<file path="src/rtl/tick_period_monitor.sv">
// Supervises the spacing of a periodic one-cycle tick: acquires lock, flags
// early/late/missing ticks while locked, counts errors and declares FAULT.
module tick_period_monitor #(
  parameter int PERIOD    = 1251,
  parameter int TOL       = 2,
  parameter int CBITS     = 12,
  parameter int LOCK_CNT  = 3,
  parameter int FAULT_CNT = 2,
  parameter int ECBITS    = 8
) (
  input  logic              clk,
  input  logic              rst,
  input  logic              tick,
  output logic              locked,
  output logic              fault,
  output logic              early,
  output logic              late,
  output logic [ECBITS-1:0] err_cnt,
  output logic [CBITS-1:0]  last_period
);

  localparam int GBITS = $clog2(LOCK_CNT + 1);
  localparam int BBITS = $clog2(FAULT_CNT + 1);

  localparam logic [CBITS-1:0] IVAL_MAX = '1;
  localparam logic [CBITS-1:0] D_LO     = CBITS'(PERIOD - TOL);
  localparam logic [CBITS-1:0] D_HI     = CBITS'(PERIOD + TOL);
  // After a miss, restart counting as if the missed tick had been on time.
  localparam logic [CBITS-1:0] REARM    = CBITS'(TOL + 1);

  typedef enum logic [1:0] {
    S_IDLE   = 2'd0,
    S_ACQ    = 2'd1,
    S_LOCKED = 2'd2,
    S_FAULT  = 2'd3
  } state_t;

  state_t             state, state_next;
  logic [CBITS-1:0]   ival;
  logic [GBITS-1:0]   good_run, good_next;
  logic [BBITS-1:0]   bad_run, bad_next;
  logic               resync;

  logic [CBITS-1:0]   d;
  logic               classify;
  logic               is_good, is_early, is_late, miss;
  logic               early_next, late_next, err_inc;

  // Interval classification of the current cycle.
  always_comb begin
    d        = (ival == IVAL_MAX) ? IVAL_MAX : ival + 1'b1;
    classify = tick && !resync && (state == S_ACQ || state == S_LOCKED);
    is_good  = classify && (d >= D_LO) && (d <= D_HI);
    is_early = classify && (d < D_LO);
    is_late  = classify && (d > D_HI);
    miss     = !tick && (ival == D_HI) && (state != S_IDLE);
  end

  // NOTE: sequential state uses non-blocking assignments so every register
  // samples pre-edge values regardless of process ordering.
  always_ff @(posedge clk or negedge rst) begin
    if (!rst) begin
      state    <= S_IDLE;
      good_run <= '0;
      bad_run  <= '0;
    end else begin
      state    <= state_next;
      good_run <= good_next;
      bad_run  <= bad_next;
    end
  end

  // NOTE: every combinational output gets a default first so no path through
  // the case statement can infer a latch.
  always_comb begin
    state_next = state;
    good_next  = good_run;
    bad_next   = bad_run;
    unique case (state)
      S_IDLE: begin
        if (tick) begin
          state_next = S_ACQ;
          good_next  = '0;
        end
      end
      S_ACQ: begin
        if (is_good) begin
          good_next = good_run + 1'b1;
          if (int'(good_run) + 1 >= LOCK_CNT) begin
            state_next = S_LOCKED;
            bad_next   = '0;
          end
        end else if (is_early || is_late || miss) begin
          good_next = '0;
        end
      end
      S_LOCKED: begin
        if (is_good) begin
          bad_next = '0;
        end else if (is_early || is_late || miss) begin
          bad_next = bad_run + 1'b1;
          if (int'(bad_run) + 1 >= FAULT_CNT)
            state_next = S_FAULT;
        end
      end
      S_FAULT: begin
        if (tick) begin
          state_next = S_ACQ;
          good_next  = '0;
        end
      end
      default: state_next = S_IDLE;
    endcase
  end

  // Error pulses are only reported while locked.
  always_comb begin
    early_next = (state == S_LOCKED) && is_early;
    late_next  = (state == S_LOCKED) && (is_late || miss);
    err_inc    = early_next || late_next;
  end

  // Interval counter, resync flag and registered outputs.
  always_ff @(posedge clk or negedge rst) begin
    if (!rst) begin
      ival        <= '0;
      resync      <= 1'b0;
      err_cnt     <= '0;
      last_period <= '0;
      early       <= 1'b0;
      late        <= 1'b0;
      locked      <= 1'b0;
      fault       <= 1'b0;
    end else begin
      if (tick) begin
        ival   <= '0;
        resync <= 1'b0;
      end else if (miss) begin
        ival   <= REARM;
        resync <= 1'b1;
      end else if (ival != IVAL_MAX) begin
        ival <= ival + 1'b1;
      end

      if (classify)
        last_period <= d;

      if (err_inc && (err_cnt != '1))
        err_cnt <= err_cnt + 1'b1;

      early  <= early_next;
      late   <= late_next;
      locked <= (state_next == S_LOCKED);
      fault  <= (state_next == S_FAULT);
    end
  end

endmodule

</file>
<file path="config.mk">
export PLATFORM = sky130hd
export DESIGN_NAME = tick_period_monitor
export DESIGN_NICKNAME = d
export VERILOG_FILES = /design/src/rtl/tick_period_monitor.sv
export SDC_FILE = /design/constraint.sdc
export NUM_CORES = 1
export LEC_CHECK = 0
export ABC_AREA = 1
export CAP_MARGIN = 20
export CORE_MARGIN = 2
export CORE_UTILIZATION = 51
export DETAILED_ROUTE_END_ITERATION = 10
export GPL_TIMING_DRIVEN = 0
export PLACE_DENSITY = 0.77
export SLEW_MARGIN = 20
export SYNTH_ARGS = -nofsm -noshare
export SYNTH_HDL_FRONTEND = slang
export SYNTH_SLANG_ARGS = --single-unit
</file>
<file path="constraint.sdc">
create_clock -name clk -period 2.35 [get_ports clk]
set_input_delay 0.47 -clock clk [delete_from_list [all_inputs] [get_ports clk]]
set_output_delay 0.47 -clock clk [all_outputs]
set_load 0.01 [all_outputs]
</file>
* After elaboration in Yosys (flattened, before gate mapping)
Index checks and enable logic that the tools add are counted.
Widths: inputs -> output; s select.
** Word-level totals
- Flip-flop bits (word level) :: 43
- Input bits :: 3
- Output and inout bits :: 24
- Logic and storage cells :: 86
** Operators by class
- Add/subtract/negate cells :: 6
- Order comparisons :: 6
- Equality and inequality tests :: 14
- Mux-type cells :: 22
- Reductions and logical operators :: 27
** Operator list (number)
- $mux 12 :: 4
- $mux 2 :: 13
- $add 12x1->12 const B :: 1
- $eq 12x11->1 const B :: 1
- $eq 12x12->1 const B :: 1
- $ge 12x11->1 const B :: 1
- $gt 12x11->1 const B :: 1
- $le 12x11->1 const B :: 1
- $lt 12x11->1 const B :: 1
- $ne 12x12->1 const B :: 1
- $logic_and 1x1->1 :: 11
- $add 8x1->8 const B :: 1
- $eq 2x2->1 const B :: 4
- $ne 8x8->1 const B :: 1
- $pmux 2 s2 :: 2
- $reduce_bool 2->1 :: 4
- $add 2x1->3 const B :: 2
- $ge 3x2->1 const B :: 2
- $pmux 2 s3 :: 1
- $logic_or 1x1->1 :: 5
- $add 2x1->2 const B :: 2
- $ne 2x1->1 const B :: 2
- $reduce_and 4->1 :: 1
- $ne 3x2->1 const B :: 1
- other kinds (9) :: 11

* Logic depth before layout (Yosys ltp)
- Depth after elaboration :: 10
- Depth in mapped cells :: 20
- Mapped depth without buffers :: 20

* Worst setup path before layout
OpenSTA, ideal clock, no wires.
- Kind :: reg-to-reg
- From :: register ival[0]
- To :: register err_cnt[4]
- Setup time :: 127 ps
- Arrival :: 2115 ps
- Required time :: 2223 ps
- Setup slack :: 108 ps
- Cell stages (with the launch flop) :: 20
- Buffers on the path :: 0
- Clock period less this slack :: 2242 ps
- Path through :: dfrtp_1 > ha_1 > nand2_4 > nor2_4 > nand2_2 > inv_2 > nand2_2 > nand2_2 > nand2_2 > nor2_2 > nand2_2 > nor2_2 > nand2_1 > nand2_2 > nand3_2 > nand3_4 > nand2_4 > inv_4 > nand2_2 > xnor2_2
** On the way
- Word-level cells in the longest chain between the ends :: 8
- Elaborated cells on any way between the ends :: 15
- Those cells by class :: add/sub (1); order compare (2); eq/ne (2); mux (1); reduce/logical (9)
** Ends and longest elaborated chain
- start, declared :: RTL line 39 : logic [CBITS-1:0] ival;
- start signal, assigned :: RTL line 142 : ival <= ival + 1'b1;
- $add 12x1->12 / $eq 12x12->1 (equally long branches) :: RTL line 51 : d = (ival == IVAL_MAX) ? IVAL_MAX : ival + 1'b1;
- $mux 12 :: RTL line 51
- $gt 12x11->1 :: RTL line 55 : is_late = classify && (d > D_HI);
- $logic_and 1x1->1 :: RTL line 55
- $logic_or 1x1->1 :: RTL line 119 : late_next = (state == S_LOCKED) && (is_late || miss);
- $logic_and 1x1->1 :: RTL line 119
- $logic_or 1x1->1 (*) :: RTL line 120 : err_inc = early_next || late_next;
- $logic_and 1x1->1 (*) :: RTL line 148 : if (err_inc && (err_cnt != '1))
- end signal, assigned :: RTL line 149 : err_cnt <= err_cnt + 1'b1;
- end, declared :: RTL line 18 : output logic [ECBITS-1:0] err_cnt,
Mark *: on every way between the ends. The rest lies on a longest branch, timed or not.
A chain may end at the register's enable or synchronous reset.

* Final worst setup path
- From :: register ival[1]
- To :: register err_cnt[4]
The elaborated chain is that of the path after synthesis.

==> qor.txt <==
number of global-route vias before repair -> 2073
CP Capture Type -> register
Total Power -> 2.66 mW
max frequency -> 0.406 GHz
grt ovf -> 0
Synthesized Nets -> 315
fin crit share -> 105%
row count -> 25
Nets -> 361
Max-Cap Viols -> 0
drc violations -> 0
Post-Synthesis Cells -> 302
port bufs -> 26
slew at the pin closest to its max-slew limit -> 0.520 ns
Setup CP Type -> register to register
RSZ-0062 raised after global routing -> true
Ys Warns -> 0
Final HPWL DP -> 3820 um
Comb pwr share -> 42.2%
largest net degree at the start of global routing -> 33
Post-synth ARST share -> 100%
Antenna diodes -> 0
Worst-path clk slew -> 0.09 ns
failing checks -> negative setup slack
WP data arrival -> 2.65 ns
drt pass-1 iters -> 5
slew margin rel. -> 65.2%
top_reg_cell synth -> dfrtp_1
vias per cell -> 5.39
Routed Antenna Nets -> 0
CTS Buf Count -> 5
sw power -> 1.03 mW
Initial Util -> 52.9%
total wire length -> 5830 um
sequential area share after synthesis -> 43.4%
critical path required time -> 2.54 ns
worst r2r dst -> err_cnt[4]
Reg2Reg Depth -> 15
Placeable Area -> 0.00469 mm^2
Placer Congestion -> 0.882
Min-Delay Path Class -> input port to asynchronous set/reset pin
Sequential Power Share -> 36.3%
critical path launch point type -> register
CTS tree -> built
final hold vios -> 0
height of the die -> 73.8 um
Post-synth EDFFs -> 0
most frequent cells in the layout -> 55 x nand2_1, 39 x dfrtp_1, 36 x inv_1, 27 x nor2_1, 25 x clkdlybuf4s50_1
Mapped Avg Cell Area -> 8.22 um^2
violation count after the first detailed-route iteration -> 134
reg-to-reg slack, setup -> -0.11 ns
net switching fraction of the power -> 38.7%
layout cells sized above 1 -> 25.9%
I/O pins -> 27
hold slack -> 0.0479 ns
leak pwr -> 1.47 nW
Root Buffer -> clkbuf_8
power density over the cells -> 830 mW/mm^2
die width -> 73.8 um
Final WS setup -> -0.113 ns
average routed wire per standard cell -> 14.5 um
Worst Path Max Fanout -> 8
antenna violations before repair -> 0
Syn Std Cell Area -> 0.00248 mm^2
final clock skew -> 0.0128 ns
Worst VDD drop -> 0.569 mV
clock share of power -> 21.5%
post-layout minimum cycle time -> 2.46 ns
# setup viols final -> 15
number of hold buffers added after cts -> 0
area grow syn2layout -> 29.3%
first-pass GRT wire length -> 9580 um
flops & latches, synth -> 43
clk sinks -> 43
status -> finished, violations left
clk buf depth -> 2
fin. max-slew vios -> 0
Synth cell types -> 31
commonest non-fill, non-tap cell in the layout -> nand2_1
R2R Path Start -> ival[1]
Int Pwr -> 1.63 mW
GR Util All Layers -> 23.1%
htree depth -> 2
worst skew pair latency -> 0.30 ns
via count -> 2167
die area -> 0.00544 mm^2
## critical path: stages (launching register included)
cell and delay, ns:
dfrtp_1 0.42, ha_4 0.17, nand2_4 0.07, nor2_4 0.17, nand3_4 0.21, nand3_2 0.18, nand4_1 0.18, nor2_4 0.16
nand2_1 0.08, nand2_2 0.09, nand3_4 0.09, nand3_4 0.15, nand2_8 0.10, inv_8 0.09, nand2_4 0.05, xnor2_2 0.14
## through the flow
stage / util (%) / TNS, ns / setup WS [ns] / instance area, um^2 / std cells
after floorplan: - / 0 / 0.108 / 2480 / 302
after global placement: 59.9 / -17.54 / -0.355 / 2810 / 382
after detailed placement: 60.2 / -5.67 / -0.363 / 2820 / 383
after CTS: 65.2 / -0.0341 / -0.0174 / 3060 / 397
after global routing: 68.4 / -3.49 / -0.247 / 3210 / 402
final: 68.4 / -1.16 / -0.113 / 3210 / 402
## Yosys cell counts (all sizes together), types with 3 or more instances
cell type | n | area share [%]
nand3b | 3 | 0.91
o21ai | 14 | 2.8
dfrtp | 43 | 43
nand4 | 9 | 2.3
xor2 | 7 | 2.5
ha | 10 | 5.0
xnor2 | 4 | 1.7
inv | 44 | 6.9
nand2 | 76 | 13
nor4 | 4 | 1.0
nor2 | 41 | 7.7
a21oi | 8 | 1.9
nor3 | 4 | 1.0
nand3 | 27 | 7.9
a31oi | 4 | 1.0
## worst max-delay path by stage
| stage | start | to | slack [ns] | cells past startpoint |
|---|---|---|---|---|
| after CTS | ival[1] | err_cnt[4] | -0.02 | 16 |
| after detailed placement | tick | bad_run[1] | -0.36 | 10 |
| after global routing | ival[1] | err_cnt[4] | -0.25 | 15 |
| after floorplan | ival[0] | err_cnt[4] | 0.11 | 19 |
| after global placement | tick | bad_run[1] | -0.35 | 10 |
| final | ival[1] | err_cnt[4] | -0.11 | 15 |
## metal layers
layer,track usage [%],share of wire (%),vias up
li1,-,-,1057
met1,31.7,45,1033
met2,36.2,49,63
met3,4.53,3.8,14
met4,9.09,2.3,0
met5,0,0,-
## cell families after synthesis
kind of cell | count (synthesis) | synth area share [%]
adder cells (fa/ha/maj) | 10 | 5.04
AO/OA/AOI/OAI | 27 | 6.05
XOR/XNOR | 11 | 4.19
flip-flops | 43 | 43.4
buffers and inverters | 47 | 7.46
AND/OR/NAND/NOR | 164 | 33.9
## registers in the layout, indices dropped and copies added, names as in the netlist
signal / flops
last_period: 12
good_run: 2
fault: 1
bad_run: 2
state: 2
err_cnt: 8
late: 1
resync: 1
locked: 1
early: 1
ival: 12
## power groups by stage
stage | clock network [mW] | registers [mW] | logic, mW
floorplan | 0 | 1.01 | 0.603
global placement | 0 | 0.980 | 0.941
detailed placement | 0 | 0.978 | 0.969
CTS | 0.576 | 0.965 | 1.04
global route | 0.603 | 0.981 | 1.24
finish | 0.572 | 0.965 | 1.12
## final cells by class
type                    instances  area (um^2)
flip-flops and latches         43         1080
plain buffers                   2         18.8
clock inverters                 2         37.5
well taps                      54         67.6
clock buffers                   5         68.8
repair buffers                 39          365
inverters                      45          181
fillers                       375         1480
multi-input cells             212         1390
## repair_timing
action,CTS,global route
endpoints found under the setup margin,16,16
buffers inserted,7,5
resized for setup,16,30
gates cloned,0,0
pin swaps,11,16
(Power assumes the default switching activity.)
